--- src/rtl/adc_wave_capture_pkg.sv ---
// adc_wave_capture_pkg
//   Types shared by the waveform capture stage and the VGA waveform renderer.
//   - sample_t     : one 8-bit ADC sample
//   - cap_state_e  : capture state machine encoding
//   - is_crossing  : rising-edge trigger test (unsigned compare)
package adc_wave_capture_pkg;

    typedef logic [7:0] sample_t;

    typedef enum logic [1:0] {
        ST_PRE   = 2'd0,
        ST_ARMED = 2'd1,
        ST_POST  = 2'd2,
        ST_DONE  = 2'd3
    } cap_state_e;

    // A level of zero can never be crossed because nothing is below it.
    function automatic logic is_crossing(input sample_t prev, input sample_t cur,
                                         input sample_t level);
        return (prev < level) && (cur >= level);
    endfunction

endpackage

--- src/rtl/adc_wave_capture_dpram.sv ---
// wave_dpram
//   Simple dual-port sample RAM, 2^ADDR_W x 8.
//   Ports:
//     clk_i    : clock
//     rst_i    : async active-high reset, clears the read register only
//     we_i     : write enable
//     waddr_i  : write address
//     wdata_i  : write data
//     raddr_i  : read address
//     rdata_o  : registered read data (1-cycle latency, read-before-write)
module wave_dpram
    import adc_wave_capture_pkg::*;
#(
    parameter int ADDR_W = 9
) (
    input  logic              clk_i,
    input  logic              rst_i,
    input  logic              we_i,
    input  logic [ADDR_W-1:0] waddr_i,
    input  sample_t           wdata_i,
    input  logic [ADDR_W-1:0] raddr_i,
    output sample_t           rdata_o
);

    sample_t mem_q [2**ADDR_W];
    sample_t rdata_q;

    // Write port; the array itself carries no reset so it maps onto block RAM.
    always_ff @(posedge clk_i) begin
        if (we_i) begin
            mem_q[waddr_i] <= wdata_i;
        end
    end

    // Registered read port.
    always_ff @(posedge clk_i or posedge rst_i) begin
        if (rst_i) begin
            rdata_q <= 8'h00;
        end else begin
            rdata_q <= mem_q[raddr_i];
        end
    end

    assign rdata_o = rdata_q;

endmodule

--- src/rtl/adc_wave_capture.sv ---
// adc_wave_capture
//   Triggered waveform capture. Samples adc_data once per SAMPLE_DIV clocks,
//   stores a 2^DEPTH_LOG2 frame with PRETRIG samples ahead of the trigger and
//   freezes it for the renderer until rearm.
//   Ports:
//     clk, rst     : clock, async active-high reset
//     adc_data     : raw ADC reader output (asynchronous to the sample tick)
//     trig_level   : unsigned trigger threshold
//     trig_mode    : 0 = normal, 1 = auto (forced trigger after AUTO_TIMEOUT)
//     rearm        : one-cycle pulse starting a new capture
//     rd_addr      : logical index, 0 = oldest sample of the frame
//     rd_data      : sample at rd_addr, one clock later
//     frame_ready  : a complete frame is frozen
//     triggered    : 1 = real crossing, 0 = auto-forced
//   PRETRIG is expected to be at least 1 and below the buffer depth.
module adc_wave_capture
    import adc_wave_capture_pkg::*;
#(
    parameter int SAMPLE_DIV   = 1250,
    parameter int DEPTH_LOG2   = 9,
    parameter int PRETRIG      = 64,
    parameter int AUTO_TIMEOUT = 4096
) (
    input  logic                  clk,
    input  logic                  rst,
    input  logic [7:0]            adc_data,
    input  logic [7:0]            trig_level,
    input  logic                  trig_mode,
    input  logic                  rearm,
    input  logic [DEPTH_LOG2-1:0] rd_addr,
    output logic [7:0]            rd_data,
    output logic                  frame_ready,
    output logic                  triggered
);

    localparam int DEPTH   = 2**DEPTH_LOG2;
    localparam int POST_N  = DEPTH - PRETRIG - 1;
    localparam int DIV_W   = (SAMPLE_DIV > 1) ? $clog2(SAMPLE_DIV) : 1;
    localparam int CNT_MAX = (AUTO_TIMEOUT > DEPTH) ? AUTO_TIMEOUT : DEPTH;
    localparam int CNT_W   = $clog2(CNT_MAX + 1);

    logic [DIV_W-1:0]      div_q;
    logic                  tick_s;
    sample_t               s1_q, s2_q, cur_q, prev_q;
    logic                  wr_ev_q;
    cap_state_e            state_q, state_d;
    logic [CNT_W-1:0]      cnt_q, cnt_d;
    logic [DEPTH_LOG2-1:0] wr_ptr_q, wr_ptr_d, base_q, base_d;
    logic                  frame_ready_q, frame_ready_d;
    logic                  triggered_q, triggered_d;
    logic                  we_s, cross_s, timeout_s;
    logic [DEPTH_LOG2-1:0] raddr_s;

    assign tick_s = (div_q == DIV_W'(SAMPLE_DIV - 1));

    // Sample-rate divider, input synchroniser and cur/prev sample pipeline.
    // The divider free-runs; rearm does not disturb the sampling cadence.
    always_ff @(posedge clk or posedge rst) begin
        if (rst) begin
            div_q   <= '0;
            s1_q    <= 8'h00;
            s2_q    <= 8'h00;
            cur_q   <= 8'h00;
            prev_q  <= 8'h00;
            wr_ev_q <= 1'b0;
        end else begin
            div_q   <= tick_s ? '0 : div_q + DIV_W'(1);
            s1_q    <= adc_data;
            s2_q    <= s1_q;
            wr_ev_q <= tick_s;
            if (tick_s) begin
                // A value still settling through the synchroniser is not taken.
                if (s1_q == s2_q) begin
                    cur_q <= s2_q;
                end
                prev_q <= cur_q;
            end
        end
    end

    assign cross_s   = is_crossing(prev_q, cur_q, trig_level);
    assign timeout_s = trig_mode && (cnt_q == CNT_W'(AUTO_TIMEOUT));

    // Capture state machine; one RAM write the clock after each tick.
    always_comb begin
        state_d       = state_q;
        cnt_d         = cnt_q;
        wr_ptr_d      = wr_ptr_q;
        base_d        = base_q;
        frame_ready_d = frame_ready_q;
        triggered_d   = triggered_q;
        we_s          = 1'b0;
        if (rearm) begin
            state_d       = ST_PRE;
            cnt_d         = '0;
            wr_ptr_d      = '0;
            frame_ready_d = 1'b0;
            triggered_d   = 1'b0;
        end else if (wr_ev_q && (state_q != ST_DONE)) begin
            we_s     = 1'b1;
            wr_ptr_d = wr_ptr_q + DEPTH_LOG2'(1);
            case (state_q)
                ST_PRE: begin
                    if (cnt_q == CNT_W'(PRETRIG - 1)) begin
                        state_d = ST_ARMED;
                        cnt_d   = '0;
                    end else begin
                        cnt_d = cnt_q + CNT_W'(1);
                    end
                end
                ST_ARMED: begin
                    if (cross_s || timeout_s) begin
                        // Frame starts PRETRIG slots before the trigger sample.
                        base_d      = wr_ptr_q - DEPTH_LOG2'(PRETRIG);
                        triggered_d = cross_s;
                        cnt_d       = '0;
                        if (POST_N == 0) begin
                            state_d       = ST_DONE;
                            frame_ready_d = 1'b1;
                        end else begin
                            state_d = ST_POST;
                        end
                    end else if (cnt_q != CNT_W'(AUTO_TIMEOUT)) begin
                        cnt_d = cnt_q + CNT_W'(1);
                    end else begin
                        cnt_d = cnt_q;
                    end
                end
                ST_POST: begin
                    if (cnt_q == CNT_W'(POST_N - 1)) begin
                        state_d       = ST_DONE;
                        frame_ready_d = 1'b1;
                    end else begin
                        cnt_d = cnt_q + CNT_W'(1);
                    end
                end
                default: begin
                    state_d = ST_PRE;
                    cnt_d   = '0;
                end
            endcase
        end else begin
            we_s = 1'b0;
        end
    end

    // Capture state registers.
    always_ff @(posedge clk or posedge rst) begin
        if (rst) begin
            state_q       <= ST_PRE;
            cnt_q         <= '0;
            wr_ptr_q      <= '0;
            base_q        <= '0;
            frame_ready_q <= 1'b0;
            triggered_q   <= 1'b0;
        end else begin
            state_q       <= state_d;
            cnt_q         <= cnt_d;
            wr_ptr_q      <= wr_ptr_d;
            base_q        <= base_d;
            frame_ready_q <= frame_ready_d;
            triggered_q   <= triggered_d;
        end
    end

    assign raddr_s = base_q + rd_addr;

    wave_dpram #(
        .ADDR_W (DEPTH_LOG2)
    ) u_ram (
        .clk_i   (clk),
        .rst_i   (rst),
        .we_i    (we_s),
        .waddr_i (wr_ptr_q),
        .wdata_i (cur_q),
        .raddr_i (raddr_s),
        .rdata_o (rd_data)
    );

    assign frame_ready = frame_ready_q;
    assign triggered   = triggered_q;

endmodule

--- config.mk ---
export PLATFORM = sky130hd
export DESIGN_NAME = adc_wave_capture
export DESIGN_NICKNAME = d
export VERILOG_FILES = /design/src/rtl/adc_wave_capture_pkg.sv /design/src/rtl/adc_wave_capture_dpram.sv /design/src/rtl/adc_wave_capture.sv
export SDC_FILE = /design/constraint.sdc
export NUM_CORES = 2
export LEC_CHECK = 0
export CORE_ASPECT_RATIO = 1.5
export CORE_MARGIN = 2
export CORE_UTILIZATION = 45
export CTS_BUF_LIST = sky130_fd_sc_hd__clkbuf_4 sky130_fd_sc_hd__clkbuf_8 sky130_fd_sc_hd__clkbuf_16
export DETAILED_ROUTE_END_ITERATION = 6
export PLACE_DENSITY = 0.56
export SKIP_LAST_GASP = 1
export SYNTH_ARGS = -nofsm -noshare
export SYNTH_HDL_FRONTEND = slang
export SYNTH_SLANG_ARGS = --single-unit
--- constraint.sdc ---
create_clock -name clk -period 28.1 [get_ports clk]
set_input_delay 5.62 -clock clk [delete_from_list [all_inputs] [get_ports clk]]
set_output_delay 5.62 -clock clk [all_outputs]
set_load 0.01 [all_outputs]
# Word-level counts from Yosys, hierarchy flattened

Memories as Yosys holds them, arrays and structs flattened. A register that Yosys moved wholly into a read port is not among the register bits.
Index checks and enable logic that the tools add are counted.

Add/subtract/negate cells: 5
Magnitude comparators: 2
Eq/ne operators: 14
Multiplexer cells: 28
Bitwise gates (word level): 1
Reductions and logical operators: 16

Operators with widths:

| operator                                          | count |
|---|---|
| two-way mux 13 bit                                | 6 |
| one-hot mux 13 bit (3 select lines)               | 1 |
| two-way mux 9 bit                                 | 2 |
| adder 13 x 1 -> 13 bit (second input constant)    | 1 |
| == test 13 bit (second input constant)            | 1 |
| == test 13 x 6 -> 1 bit (second input constant)   | 1 |
| == test 13 x 9 -> 1 bit (second input constant)   | 1 |
| != test 13 bit (second input constant)            | 1 |
| two-way mux 1 bit                                 | 12 |
| != test 3 bit (second input constant)             | 4 |
| adder 11 x 1 -> 11 bit (second input constant)    | 1 |
| == test 11 bit (second input constant)            | 1 |
| two-way mux 11 bit                                | 1 |
| two-way mux 2 bit                                 | 5 |
| nonzero test 2 bit                                | 5 |
| adder 9 x 1 -> 9 bit (second input constant)      | 1 |
| adder 9 bit                                       | 1 |
| AND reduction 3 bit                               | 3 |
| subtractor 9 x 7 -> 9 bit (second input constant) | 1 |
| == test 8 bit                                     | 1 |
| >= comparator 8 bit                               | 1 |
| < comparator 8 bit                                | 1 |
| AND reduction 4 bit                               | 2 |
| one-hot mux 2 bit (3 select lines)                | 1 |
| 9 further kinds                                   | 11 |

Register bits after elaboration: 79
Memory bits (writable): 4096
Input bits: 29
Output and inout bits: 10
Logic and storage cells: 79
Memories kept: 1

Memory list:

| memory      | depth | width | read ports | clocked after memory_dff | wr ports | line                         | source |
|---|---|---|---|---|---|---|---|
| u_ram.mem_q | 512   | 8     | 1          | 1                        | 1        | adc_wave_capture_dpram.sv:25 | `sample_t mem_q [2**ADDR_W];` |

# Longest topological paths before layout

Depth after elaboration: 7
Depth in mapped cells: 16
Gate-level depth less buffers: 11

# Hierarchy

A second synthesis with hierarchy kept.

Cell total of the unflattened synthesis: 8392
Area total of the unflattened synthesis: 164567.8 um^2

Modules (own cells, without submodules):

| module           | times used | cells each | area each (um^2) | sequential area each (um^2) |
|---|---|---|---|---|
| wave_dpram       | 1          | 8001       | 160395.1         | 123198.2 |
| adc_wave_capture | 1          | 391        | 4172.8           | 1976.9 |

# Worst setup path after synthesis

Ideal clock, no wire load.

Kind: register to register
From: register cur_q[1]
To: register base_q[8]
Setup time: 135 ps
Arrival: 8669 ps
Data required time: 27965 ps
Setup slack: 19296 ps
Stages on the path, launching flop included: 10
Buffers on the path: 1
Period minus slack after synthesis: 8804 ps
Cell sequence: dfrtp_1 > ha_1 > a21o_1 > a21o_1 > a211oi_1 > o21a_1 > nor2_1 > o2111ai_1 > clkbuf_1 > o21ai_0

Longest elaborated chain between the ends: 4

Ends and longest elaborated chain:

| what                                 | line                       | source |
|---|---|---|
| start: declaration                   | adc_wave_capture.sv:44     | `sample_t s1_q, s2_q, cur_q, prev_q;` |
| start signal: assignment             | adc_wave_capture.sv:74     | `cur_q <= s2_q;` |
| >= comparator 8 bit                  | adc_wave_capture_pkg.sv:20 | `return (prev < level) && (cur >= level);` |
| logical AND 1 bit                    | adc_wave_capture_pkg.sv:20 |  |
| logical OR 1 bit                     | adc_wave_capture.sv:112    | `if (cross_s \|\| timeout_s) begin` |
| AND reduction 4 bit (no source line) | --                         |  |
| end signal: assignment               | adc_wave_capture.sv:160    | `base_q <= base_d;` |
| end: declaration                     | adc_wave_capture.sv:48     | `logic [DEPTH_LOG2-1:0] wr_ptr_q, wr_ptr_d, base_q, base_d;` |

Every way passes these cells.
A chain may end at the register's enable or synchronous reset.

# Worst setup path in the final report

From: input port rd_addr[0]
To: register u_ram.rdata_q[2], in the netlist u_ram.rdata_o[2] (read register of u_ram.mem_q)

Longest elaborated chain between the ends: 1

Ends and longest elaborated chain:

| what               | line                         | source |
|---|---|---|
| start: declaration | adc_wave_capture.sv:30       | `input logic [DEPTH_LOG2-1:0] rd_addr,` |
| adder 9 bit        | adc_wave_capture.sv:166      | `assign raddr_s = base_q + rd_addr;` |
| end: declaration   | adc_wave_capture_dpram.sv:26 | `sample_t rdata_q;` |

Every way passes these cells.

==> impl_metrics.tcl <==
set metrics [dict create \
    status "finished with violations" \
    violations "max-capacitance violations" \
    area_growth_pct 11.41 \
    async_reset_ff_share_pct 2.080 \
    min_path_cells 0 \
    cts.path.max_buffers 4 \
    powerDensity_nw_per_um2 68.93 \
    slew_viol_final 0 \
    r2r-start "base_q[0]" \
    finalSetupViolations 0 \
    yosys_warnings 0 \
    grt_pass1_vias 80270 \
    place_area_sq_um 169300 \
    ctsResizeCount 0 \
    ys.flop_type "edfxtp_1" \
    firstDrtPassIters 6 \
    syn-mean-instance-area_sq_um 22.17 \
    slew_headroom_pct 0.8433 \
    cts_tree "yes" \
    grt-ovfl-total 0 \
    finalSetupTns_ps 0 \
    synth_area_leaders "edfxtp_1 (75%), mux4_2 (17%), dfrtp_1 (1.3%)" \
    holdBufCountCts 0 \
    crit_required_ps 28910 \
    vias 77260 \
    dp_hpwl_um 272600 \
    place_congestion 0.8263 \
    start_util_pct 45.16 \
    ant_nets 0 \
    die_h_um 743.0 \
    r2r-end "u_ram.rdata_o[2]" \
    total_power_mw 12.58 \
    syn_area_sq_um 163800 \
    layout_commonest_cell "edfxtp_1" \
    arrival_ps 12810 \
    dieWidth_um 496.7 \
    regToRegSetupSlack_ps 20860 \
    hold_viol 0 \
    drtIter0Drc 8367 \
    die_area_sq_um 369000 \
    grt_usage_pct 24.36 \
    clock_latency_ps 970 \
    cts.sinks 4183 \
    core_sq_um 362800 \
    peakVddDrop_v 0.00005197 \
    regArea_sq_um 125200 \
    avgViaCountPerCell 6.097 \
    clk_pin_slew_ps 60 \
    design_area_sq_um 182500 \
    cts-root-buf "clkbuf_16" \
    clock_skew_ps 66.07 \
    nNetsFinal 7631 \
    path_class "in -> reg" \
    cts_made_buffers 399 \
    io_buffers 38 \
    postCtsSetupBuffers 0 \
    crit_path_max_fanout 46 \
    antenna_found_initial 21 \
    syn_nets 7457 \
    whs_endpoint "s2_q[4]" \
    cap_viol_max_count 1 \
    fillers 28600 \
    grt_pass1_wl_um 631500 \
    wl_per_cell_um 35.60 \
    fmax_mhz 83.32 \
    rsz0062_at_grt "no" \
    multi_input_comb_area_sq_um 36200 \
    finalWirelength_um 451100 \
    min_period_ps 12000 \
    min_period_over_period_pct 42.71 \
    grt_max_degree 201 \
    layout-drive-gt1-share_pct 26.50 \
    synth_seq_cells 4183 \
    htreeDepth 5 \
    synth_top_area_cell "edfxtp_1" \
    fp-row-count 271 \
    start_kind "primary input" \
    yosysSeqAreaShare_pct 76.41 \
    tightest_slew_ps 1482 \
    p_leak_nw 66.61 \
    synth_edf_count 4096 \
    synth_cells 7389 \
    hold_path.class "reg -> reg" \
    top_level_ports 39 \
    endpoint_kind "flip-flop" \
    min-delay-start "s1_q[4]" \
    final_cell_mix "edfxtp_1 (4096), mux4_2 (1202), nor2_1 (570)" \
    drc_errors 0 \
    synth_top_cell_area_share_pct 75.08 \
    r2r_cells 12 \
    ys_types 82 \
]
-- state kept, by name (all words and copies together) (netlist names), 8 cells and up --
| register | flops |
|---|---|
| u_ram.rdata_o | 8 |
| prev_q | 8 |
| s1_q | 8 |
| s2_q | 8 |
| div_q | 11 |
| cnt_q | 13 |
| wr_ptr_q | 9 |
| u_ram.mem_q | 4096 |
| cur_q | 8 |
| base_q | 9 |
-- layer usage --
metal	global-route usage, %	wire, um	vias up
met5	0	63	-
met4	9.208	18580	10
li1	-	-	31230
met1	30.95	169500	42440
met3	3.620	27060	667
met2	42.26	235900	2915
-- critical path, cell delays in order --
cell             delay (ps)
clkdlybuf4s50_1         490
ha_4                    710
buf_4                   700
buf_4                   760
buf_4                   720
buf_4                   860
mux4_2                  610
mux4_1                  660
nand2_1                 140
a21oi_1                  90
nor4_1                  950
or3_1                   260
a211oi_1                 60
-- kinds of logic (layout without fill, tap and decap cells) --
group / Yosys count / after routing / share of synthesized area, %
multiplexers: 1339 / 1339 / 17.60
adder cells (fa/ha/maj): 39 / 39 / 0.3024
AND/OR/NAND/NOR: 1095 / 1095 / 2.789
AO/OA/AOI/OAI: 238 / 238 / 1.032
flip-flops: 4183 / 4183 / 76.41
buffers and inverters: 461 / 954 / 1.686
XOR/XNOR: 34 / 34 / 0.1864
other: 0 / 13 / 0
-- Yosys cell counts, types with 3 or more instances --
master / number
buf_1: 29
a22oi_1: 16
buf_12: 10
a32oi_1: 17
mux4_2: 1202
buf_2: 107
inv_1: 31
dfrtp_1: 87
nand3_1: 88
nand2_1: 311
o311a_1: 3
clkbuf_1: 150
nand4b_1: 3
a311oi_1: 5
nor3_1: 22
mux2i_1: 90
a22o_1: 11
xnor2_1: 14
or4_1: 3
mux2_2: 25
buf_4: 74
o2111ai_1: 7
mux4_1: 22
a211oi_1: 9
nand2b_1: 7
ha_1: 38
buf_6: 58
xor2_1: 19
nand4_1: 16
a21o_1: 16
nor4_1: 8
a31oi_1: 17
a41oi_1: 4
a21oi_1: 49
o21a_1: 3
o211ai_1: 11
nor2b_1: 13
and3_1: 27
nor4_2: 3
o22ai_1: 7
nor2_2: 3
o21ai_0: 31
nor2_1: 576
o21ai_1: 5
edfxtp_1: 4096
-- final cells by class --
type	instances	share of cell area (%)
Sequential cell	4183	68.60
Multi-Input combinational cell	2745	19.83
Clock buffer	487	5.865
Tap cell	4777	3.275
Clock inverter	233	1.375
Timing Repair Buffer	203	0.9761
Inverter	31	0.06512
Antenna cell	13	0.01782
-- worst max-delay path by stage --
stage | cells past startpoint | end | start | slack (ps)
CTS | 13 | u_ram.rdata_o[2] | rd_addr[0] | 15870
global placement | 13 | u_ram.rdata_o[5] | rd_addr[0] | 14700
finish | 13 | u_ram.rdata_o[2] | rd_addr[0] | 16100
floorplan | 9 | base_q[8] | cur_q[1] | 19300
global route | 13 | u_ram.rdata_o[2] | rd_addr[0] | 15460
detailed placement | 13 | u_ram.rdata_o[2] | rd_addr[0] | 14920
-- through the flow --
stage                     util, %  worst slack (ps)  hold slack, ps  instances
final                       50.31             16100           391.8      12670
after CTS                   50.30             15870           395.6      12660
after floorplan                 -             19300           371.5       7389
after detailed placement    46.66             14920           384.5      11940
after global placement      46.66             14700           381.7      11940
after global routing        50.30             15460           411.6      12660
-- power breakdown --
| part | switching, mW | leakage [nW] | internal (mW) |
|---|---|---|---|
| Sequential | 0.00536 | 48.2 | 6.74 |
| Combinational | 0.201 | 11.9 | 0.113 |
| Clock | 2.35 | 6.56 | 3.17 |
| Total | 2.56 | 66.6 | 10.0 |
Power figures use the tool's default switching activity.
